$ cat config.mk
export PLATFORM = sky130hd
export DESIGN_NAME = keypad_reader_flat
export DESIGN_NICKNAME = d
export VERILOG_FILES = /design/src/rtl/keypad_pkg.sv /design/src/rtl/keypad_if.sv /design/src/rtl/keypad_scan.sv /design/src/rtl/keypad_reader.sv /design/src/flat_wrapper.sv
export SDC_FILE = /design/constraint.sdc
export NUM_CORES = 1
export LEC_CHECK = 0
export CAP_MARGIN = 5
export CORE_MARGIN = 2
export CORE_UTILIZATION = 40
export CTS_BUF_LIST = sky130_fd_sc_hd__clkbuf_16
export DETAILED_ROUTE_END_ITERATION = 7
export GPL_ROUTABILITY_DRIVEN = 0
export GPL_TIMING_DRIVEN = 1
export PLACE_DENSITY = 0.72
export SETUP_SLACK_MARGIN = 0.05
export SYNTH_ARGS = -nofsm -noshare
export SYNTH_HDL_FRONTEND = slang
export SYNTH_SLANG_ARGS = --single-unit
$ cat constraint.sdc
create_clock -name clk -period 9.3 [get_ports clk]
set_input_delay 1.395 -clock clk [delete_from_list [all_inputs] [get_ports clk]]
set_output_delay 1.395 -clock clk [all_outputs]
set_load 0.02 [all_outputs]
$ cat src/rtl/keypad_pkg.sv
`default_nettype none
// ============================================================================
// Module      : keypad_pkg
// Description : Shared types and helpers for the 4x4 keypad reader: debounce
//               FSM states, key-code constants, key actions and the
//               {row,col} code to hex-nibble map.
// Revision    : 1.0 - initial release
// ============================================================================
package keypad_pkg;

    typedef enum logic [1:0] {
        IDLE     = 2'd0,
        PRESS_DB = 2'd1,
        HELD     = 2'd2
    } state_t;

    typedef enum logic [1:0] {
        DIGIT  = 2'd0,
        CLEAR  = 2'd1,
        COMMIT = 2'd2
    } action_t;

    // Key codes are {row[1:0], col[1:0]}
    localparam logic [3:0] KEY_STAR = 4'hC;
    localparam logic [3:0] KEY_HASH = 4'hE;

    // Hex value printed on the key at a given {row,col} position
    function automatic logic [3:0] code_to_nibble(input logic [3:0] code);
        logic [3:0] nib;
        case (code)
            4'h0:    nib = 4'h1;
            4'h1:    nib = 4'h2;
            4'h2:    nib = 4'h3;
            4'h3:    nib = 4'hA;
            4'h4:    nib = 4'h4;
            4'h5:    nib = 4'h5;
            4'h6:    nib = 4'h6;
            4'h7:    nib = 4'hB;
            4'h8:    nib = 4'h7;
            4'h9:    nib = 4'h8;
            4'hA:    nib = 4'h9;
            4'hB:    nib = 4'hC;
            4'hD:    nib = 4'h0;
            4'hF:    nib = 4'hD;
            default: nib = 4'h0;    // '*' and '#' carry no digit
        endcase
        return nib;
    endfunction

    // What an accepted key does to the entry/IO registers
    function automatic action_t code_to_action(input logic [3:0] code);
        action_t act;
        if (code == KEY_STAR) begin
            act = CLEAR;
        end else if (code == KEY_HASH) begin
            act = COMMIT;
        end else begin
            act = DIGIT;
        end
        return act;
    endfunction

endpackage : keypad_pkg
`default_nettype wire

$ cat src/rtl/keypad_if.sv
`default_nettype none
// ============================================================================
// Module      : keypad_if
// Description : Keypad pins, CPU IO read port and display echo of the keypad
//               reader. The overrun flag exists only when KEYPAD_OVERRUN_EN
//               is defined.
// Revision    : 1.0 - initial release
// ============================================================================
interface keypad_if;

    logic [3:0]  row_in;
    logic [3:0]  col_out;
    logic        IORead_signal;
    logic [15:0] io_read_data;
    logic        data_valid;
    logic [15:0] entry_data;
    logic        key_pressed;
`ifdef KEYPAD_OVERRUN_EN
    logic        overrun;
`endif

    // Environment side: keypad matrix and CPU
    modport master (
        output row_in,
        output IORead_signal,
        input  col_out,
        input  io_read_data,
        input  data_valid,
        input  entry_data,
`ifdef KEYPAD_OVERRUN_EN
        input  overrun,
`endif
        input  key_pressed
    );

    // Keypad reader side
    modport slave (
        input  row_in,
        input  IORead_signal,
        output col_out,
        output io_read_data,
        output data_valid,
        output entry_data,
`ifdef KEYPAD_OVERRUN_EN
        output overrun,
`endif
        output key_pressed
    );

endinterface : keypad_if
`default_nettype wire

$ cat src/rtl/keypad_scan.sv
`default_nettype none
// ============================================================================
// Module      : keypad_scan
// Description : Column scanner for a 4x4 keypad. Drives one column low for
//               SCAN_DIV cycles at a time, synchronises the rows through two
//               flops, samples them in the last dwell cycle and, after column
//               3, reports a full-scan result: single hit with its {row,col}
//               code, or no hit (zero or multiple keys down).
// Revision    : 1.0 - initial release
// ============================================================================
module keypad_scan #(
    parameter int SCAN_DIV = 50000
) (
    input  wire logic       clk,
    input  wire logic       rst,          // asynchronous, active-low
    input  wire logic [3:0] i_row,
    output logic      [3:0] o_col,
    output logic            o_scan_done,
    output logic            o_hit,
    output logic      [3:0] o_code
);

    localparam int               c_DW         = $clog2(SCAN_DIV);
    localparam logic [c_DW-1:0]  c_DWELL_LAST = c_DW'(SCAN_DIV - 1);
    localparam logic [c_DW-1:0]  c_DWELL_ONE  = c_DW'(1);

    logic [3:0]      r_sync1;
    logic [3:0]      r_sync2;
    logic [c_DW-1:0] r_dwell;
    logic [1:0]      r_col;
    logic [15:0]     r_acc;       // one bit per key, 1 = pressed, index {row,col}
    logic            r_done;
    logic            r_hit;
    logic [3:0]      r_code;

    logic            w_last;
    logic [15:0]     w_acc_next;
    logic [4:0]      w_nhit;
    logic [3:0]      w_first;

    assign w_last = (r_dwell == c_DWELL_LAST);

    // Merge the rows seen on the current column into the key map and count hits
    always_comb begin
        w_acc_next = r_acc;
        w_nhit     = 5'd0;
        w_first    = 4'd0;
        for (int r = 0; r < 4; r++) begin
            w_acc_next[{r[1:0], r_col}] = ~r_sync2[r];
        end
        for (int i = 0; i < 16; i++) begin
            if (w_acc_next[i]) begin
                w_nhit  = w_nhit + 5'd1;
                w_first = 4'(i);
            end
        end
    end

    // Synchroniser, dwell/column counters and end-of-scan result
    always_ff @(posedge clk or negedge rst) begin
        if (!rst) begin
            r_sync1 <= 4'd0;
            r_sync2 <= 4'd0;
            r_dwell <= '0;
            r_col   <= 2'd0;
            r_acc   <= 16'd0;
            r_done  <= 1'b0;
            r_hit   <= 1'b0;
            r_code  <= 4'd0;
        end else begin
            r_sync1 <= i_row;
            r_sync2 <= r_sync1;
            r_done  <= 1'b0;
            if (w_last) begin
                r_dwell <= '0;
                r_col   <= r_col + 2'd1;
                r_acc   <= w_acc_next;
                if (r_col == 2'd3) begin
                    r_done <= 1'b1;
                    // More than one key down is ghost-prone, so it reads as none
                    r_hit  <= (w_nhit == 5'd1);
                    r_code <= (w_nhit == 5'd1) ? w_first : 4'd0;
                end
            end else begin
                r_dwell <= r_dwell + c_DWELL_ONE;
            end
        end
    end

    assign o_col       = ~(4'b0001 << r_col);
    assign o_scan_done = r_done;
    assign o_hit       = r_hit;
    assign o_code      = r_code;

endmodule : keypad_scan
`default_nettype wire

$ cat src/rtl/keypad_reader.sv
`default_nettype none
// ============================================================================
// Module      : keypad_reader
// Description : 4x4 keypad input block. Debounces full-scan results, shifts
//               hex digits into a 16-bit entry, '*' clears it and '#' commits
//               it to a CPU-readable IO word with a valid flag.
//               Optional macro KEYPAD_OVERRUN_EN adds a sticky overrun flag
//               for commits that land on an unread word.
// Revision    : 1.0 - initial release
// ============================================================================
module keypad_reader
    import keypad_pkg::*;
#(
    parameter int SCAN_DIV       = 50000,
    parameter int DEBOUNCE_SCANS = 4
) (
    input  wire logic clk,
    input  wire logic rst,               // asynchronous, active-low
    keypad_if.slave   bus
);

    localparam int              c_CW  = $clog2(DEBOUNCE_SCANS + 1);
    localparam logic [c_CW-1:0] c_DB  = c_CW'(DEBOUNCE_SCANS);
    localparam logic [c_CW-1:0] c_ONE = c_CW'(1);

    logic        w_scan_done;
    logic        w_hit;
    logic [3:0]  w_code;
    logic [3:0]  w_col;

    state_t          r_state, w_state_nx;
    logic [c_CW-1:0] r_cnt,   w_cnt_nx;
    logic [c_CW-1:0] r_rel,   w_rel_nx;
    logic [3:0]      r_code,  w_code_nx;
    logic            w_fire;

    logic [15:0] r_entry;
    logic [15:0] r_io;
    logic        r_valid;
    logic        w_commit;
    logic        w_rd;
    action_t     w_act;

    keypad_scan #(
        .SCAN_DIV (SCAN_DIV)
    ) u_scan (
        .clk         (clk),
        .rst         (rst),
        .i_row       (bus.row_in),
        .o_col       (w_col),
        .o_scan_done (w_scan_done),
        .o_hit       (w_hit),
        .o_code      (w_code)
    );

    // Debounce state, press counter, release counter and latched code
    always_ff @(posedge clk or negedge rst) begin
        if (!rst) begin
            r_state <= IDLE;
            r_cnt   <= '0;
            r_rel   <= '0;
            r_code  <= 4'd0;
        end else begin
            r_state <= w_state_nx;
            r_cnt   <= w_cnt_nx;
            r_rel   <= w_rel_nx;
            r_code  <= w_code_nx;
        end
    end

    // Next-state logic; decisions are taken only on scan boundaries
    always_comb begin
        w_state_nx = r_state;
        w_cnt_nx   = r_cnt;
        w_rel_nx   = r_rel;
        w_code_nx  = r_code;
        w_fire     = 1'b0;
        case (r_state)
            IDLE: begin
                if (w_scan_done && w_hit) begin
                    w_code_nx = w_code;
                    if (DEBOUNCE_SCANS == 1) begin
                        w_state_nx = HELD;
                        w_rel_nx   = '0;
                        w_fire     = 1'b1;
                    end else begin
                        w_state_nx = PRESS_DB;
                        w_cnt_nx   = c_ONE;
                    end
                end
            end
            PRESS_DB: begin
                if (w_scan_done) begin
                    if (w_hit && (w_code == r_code)) begin
                        if ((r_cnt + c_ONE) == c_DB) begin
                            w_state_nx = HELD;
                            w_rel_nx   = '0;
                            w_fire     = 1'b1;
                        end else begin
                            w_cnt_nx = r_cnt + c_ONE;
                        end
                    end else begin
                        w_state_nx = IDLE;
                    end
                end
            end
            HELD: begin
                // Any hit, even a different key, restarts the release count
                if (w_scan_done) begin
                    if (w_hit) begin
                        w_rel_nx = '0;
                    end else if ((r_rel + c_ONE) == c_DB) begin
                        w_state_nx = IDLE;
                        w_rel_nx   = '0;
                    end else begin
                        w_rel_nx = r_rel + c_ONE;
                    end
                end
            end
            default: begin
                w_state_nx = IDLE;
            end
        endcase
    end

    // The accepting scan_done still presents the debounced code
    assign w_act    = code_to_action(w_code);
    assign w_commit = w_fire && (w_act == COMMIT);
    assign w_rd     = bus.IORead_signal && r_valid;

    // Entry register: shift in digits, clear on '*' or after a commit
    always_ff @(posedge clk or negedge rst) begin
        if (!rst) begin
            r_entry <= 16'd0;
        end else if (w_fire) begin
            case (w_act)
                DIGIT:   r_entry <= {r_entry[11:0], code_to_nibble(w_code)};
                default: r_entry <= 16'd0;
            endcase
        end
    end

    // IO word and valid flag; a commit beats a coincident read
    always_ff @(posedge clk or negedge rst) begin
        if (!rst) begin
            r_io    <= 16'd0;
            r_valid <= 1'b0;
        end else begin
            if (w_commit) begin
                r_io <= r_entry;
            end
            r_valid <= w_commit | (r_valid & ~w_rd);
        end
    end

`ifdef KEYPAD_OVERRUN_EN
    logic r_overrun;

    // Sticky flag for a commit over an unread word; set beats a coincident read
    always_ff @(posedge clk or negedge rst) begin
        if (!rst) begin
            r_overrun <= 1'b0;
        end else begin
            r_overrun <= (w_commit & r_valid) | (r_overrun & ~w_rd);
        end
    end

    assign bus.overrun = r_overrun;
`endif

    assign bus.col_out      = w_col;
    assign bus.io_read_data = r_io;
    assign bus.data_valid   = r_valid;
    assign bus.entry_data   = r_entry;
    assign bus.key_pressed  = (r_state == HELD);

endmodule : keypad_reader
`default_nettype wire

$ cat src/flat_wrapper.sv
// flat-port wrapper written by rule: the top's interface ports become plain ports
module keypad_reader_flat import keypad_pkg::*;
#(
    parameter int SCAN_DIV       = 50000,
    parameter int DEBOUNCE_SCANS = 4
)
  (clk, rst, bus_row_in, bus_IORead_signal, bus_col_out, bus_io_read_data, bus_data_valid, bus_entry_data, bus_key_pressed);
  keypad_if bus_i ();
  input  wire logic clk;
  input  wire logic rst;
  input wire logic [$bits(bus_i.row_in)-1:0] bus_row_in;
  input wire logic [$bits(bus_i.IORead_signal)-1:0] bus_IORead_signal;
  output wire logic [$bits(bus_i.col_out)-1:0] bus_col_out;
  output wire logic [$bits(bus_i.io_read_data)-1:0] bus_io_read_data;
  output wire logic [$bits(bus_i.data_valid)-1:0] bus_data_valid;
  output wire logic [$bits(bus_i.entry_data)-1:0] bus_entry_data;
  output wire logic [$bits(bus_i.key_pressed)-1:0] bus_key_pressed;
  assign bus_i.row_in = bus_row_in;
  assign bus_i.IORead_signal = bus_IORead_signal;
  assign bus_col_out = bus_i.col_out;
  assign bus_io_read_data = bus_i.io_read_data;
  assign bus_data_valid = bus_i.data_valid;
  assign bus_entry_data = bus_i.entry_data;
  assign bus_key_pressed = bus_i.key_pressed;
  keypad_reader #(.SCAN_DIV(SCAN_DIV), .DEBOUNCE_SCANS(DEBOUNCE_SCANS)) u_core (.clk(clk), .rst(rst), .bus(bus_i));
endmodule
==> flow_summary.yaml, run 1 <==
cts:
  path_clk_slew_ns: 0.07
  htree_levels: 3
  cts.path.max_buffers: 2
  holdBufCountCts: 0
  cts_buffers: 9
  cts_tree: "done"
  root_buffer: "clkbuf_16"
  numClockSinks: 93
  worstSkewPairLatency_ns: 0.34
floorplan:
  start_util_pct: 41.13
  num_rows: 45
  core_area_um2: 15260
  die-area_um2: 16710
  die_width_um: 129.3
  die_h_um: 129.3
  io_pins: 45
synth:
  yosysSeqAreaShare_pct: 37.08
  synth.distinct_cells: 82
  synth.top_cell.area_share_pct: 37.08
  synth.ff_latch_count: 93
  postSynthCellCount: 648
  synth_commonest_cells: "nand2_1, dfrtp_1, o21ai_0, nor2_1, ha_1"
  synth_edf_count: 0
  yosys.area.top_type: "dfrtp_1"
  yosysWarnings: 0
  synth_area_um2: 6276
  yosysMostFrequentCell: "nand2_1"
  synth_async_sr_flop_share_pct: 100.0
  ys.flop_type: "dfrtp_1"
  yosys-top-cells-area: "dfrtp_1, nand2_1, ha_1"
  syn_area_per_cell_um2: 9.685
  syn_nets: 683
global_routing:
  grt_usage_pct: 18.09
  first_global_vias: 5072
  grt_overflow: 0
  grt_max_degree: 48
  antenna_found_initial: 0
  grt_pass1_wl_um: 24460
power:
  power_density_nw_per_um2: 117.8
  leakagePower_nw: 3.593
  swShare_pct: 23.24
  ir_drop_mv: 0.06972
  pwr-share-seq_pct: 42.9
  clock_power_share_pct: 44.3
  p_sw_uw: 220.8
  share_comb_of_total_power_pct: 12.8
  p_int_uw: 729.5
timing:
  period_needed_ns: 9.254
  finClkSkew_ns: 0.01001
  relSlewSlack_pct: 15.64
  setup_violations: 0
  final-hold-violation-count: 0
  fmax_ghz: 0.1081
  hold_slack_ns: 0.3515
  rsz0062_at_grt: "yes"
  tightest_slew_ns: 1.261
  fin_crit_sh_pct: 99.51
  slew_viol_final: 0
routing:
  drc: 0
  detail_route.wl_per_cell_um: 16.11
  antenna_left: 0
  first_iter_violations: 369
  via_per_inst: 5.477
  drt-pass1-iter-count: 5
  num_vias: 5187
  wirelength_um: 15260
worst_hold_path:
  min-delay-path-class: "flip-flop to flip-flop"
critical_path:
  crit_top_cell: "ha_4"
  cpMaxStageDelayCell: "dfrtp_2"
  end_kind: "flip-flop"
  critical_path_class: "flip-flop to flip-flop"
  startpoint_type: "flip-flop"
  crit_required_ns: 9.54
  path_max_fanout: 5
  crit_arrival_ns: 9.49
  critPathMaxStageDelay_ns: 0.46
cells_and_area:
  n_antenna_cell: 0
  area_delta_synth_final_pct: 28.55
  fill_cells: 1293
  nNetsFinal: 766
  final_area_um2: 8068
  drive_gt1_share_pct: 25.41
  fin_util_pct: 52.87
outcome:
  status: "finished clean"
flow_run:
  drv_cap: 0
placed_design:
  dpl.hpwl_um: 10820
  port_buffers: 44
  dpl_cell_area_um2: 7208
==> placed cells by master (no fill, tap or decap), types with 5 or more instances in the layout <==
cell type and n:
dfrtp_1 92, nand2_1 89, o21ai_0 50, buf_4 46
clkdlybuf4s50_1 43, nor2_1 29, mux2_2 23, xnor2_1 22
xor2_1 19, inv_1 18, nand3_1 17, ha_1 16
nand2b_1 14, mux2i_1 14, a21oi_1 12, ha_4 11
nor3_1 10, and2_1 9, clkbuf_16 9, xnor3_1 8
nor2b_1 8, and3_1 7, a31oi_1 6, nand2_2 6
o21ai_2 6, o211ai_1 5, nand3b_1 5, o31ai_1 5
==> cell type report <==
class                   instances  area [µm²]  area share [%]
multi-input cells             508        4214           52.23
flip-flops and latches         93        2328           28.86
clock inverters                 7       120.1           1.489
inverters                      28       117.6           1.458
repair buffers                 91       798.3           9.895
clock buffers                   9       225.2           2.792
well taps                     211       264.0           3.272
==> per-layer routing <==
layer | GRT usage [%] | share of wire, %
met1 | 23.55 | 44
met2 | 31.18 | 51
met3 | 1.693 | 3.4
met4 | 7.097 | 2.1
met5 | 0 | 0
==> final timing paths <==
path	start	cells past startpoint	slack (ns)	to
min in group asynchronous	rst	1	1.06	u_core.u_scan.r_dwell[7]
worst max-delay path	u_core.u_scan.r_col[0]	53	0.05	u_core.u_scan.o_code[2]
max in group asynchronous	rst	2	7.21	u_core.bus.io_read_data[1]
worst max register to register	u_core.u_scan.r_col[0]	53	0.05	u_core.u_scan.o_code[2]
worst min register to register	u_core.u_scan.r_sync1[0]	0	0.35	u_core.u_scan.r_sync2[0]
worst min-delay path	u_core.u_scan.r_sync1[0]	0	0.35	u_core.u_scan.r_sync2[0]
==> stage by stage <==
stage                     power (mW)  std cells  TNS, ns  worst slack (ns)
final                         0.9504        947        0           0.04564
after global routing          0.9854        947   -1.789           -0.3868
after CTS                     0.9392        937  -0.1084          -0.04015
after detailed placement      0.5038        906   -1.878           -0.4170
after global placement        0.4988        906        0           0.05358
after floorplan               0.4764        648        0           0.06646
==> state kept, by name, indices dropped and copies added (netlist names), 4 cells and up <==
name / cells
u_core.bus.entry_data: 16
u_core.bus.io_read_data: 16
u_core.u_scan.r_acc: 16
u_core.u_scan.r_dwell: 16
u_core.r_code: 4
u_core.u_scan.o_code: 4
u_core.u_scan.r_sync1: 4
u_core.u_scan.r_sync2: 4
==> kinds of logic after synthesis <==
kind of cell,after synthesis,share of synthesized area [%]
mux,43,7.516
buf+inv,47,3.070
fa+ha+maj,28,5.582
simple gates,239,19.42
xor+xnor,63,12.84
compound gates,135,14.49
flops,93,37.08
==> repair_timing <==
action	in CTS	in global routing
setup buffers	15	10
pin swaps	23	18
gates resized for setup	23	34
endpoints found under the setup margin	5	5
==> worst max-delay path: cells and delay by family, from the launching register on <==
family,cells,cell delay [ns]
adders and majority gates,14,3.43
AOI/OAI and AO/OA,12,1.81
and+or+nand+nor,13,1.65
buffers and inverters,9,0.97
muxes,3,0.53
DFF,1,0.46
xor gates and xnor gates,2,0.31
==> power groups by stage <==
stage / clock [mW] / sequential [mW] / combinational (mW)
final: 0.421 / 0.408 / 0.121
after global routing: 0.446 / 0.408 / 0.131
after CTS: 0.429 / 0.408 / 0.102
after detailed placement: 0 / 0.416 / 0.0880
after global placement: 0 / 0.416 / 0.0830
after floorplan: 0 / 0.415 / 0.0613
Power figures use the tool's default switching activity.
==> run 2: changes to the inputs <==
Settings changed: CTS_CLUSTER_DIAMETER from default to 120.
==> results of run 2 <==
The final DEF is identical to that of run 1; final timing and power are the same.
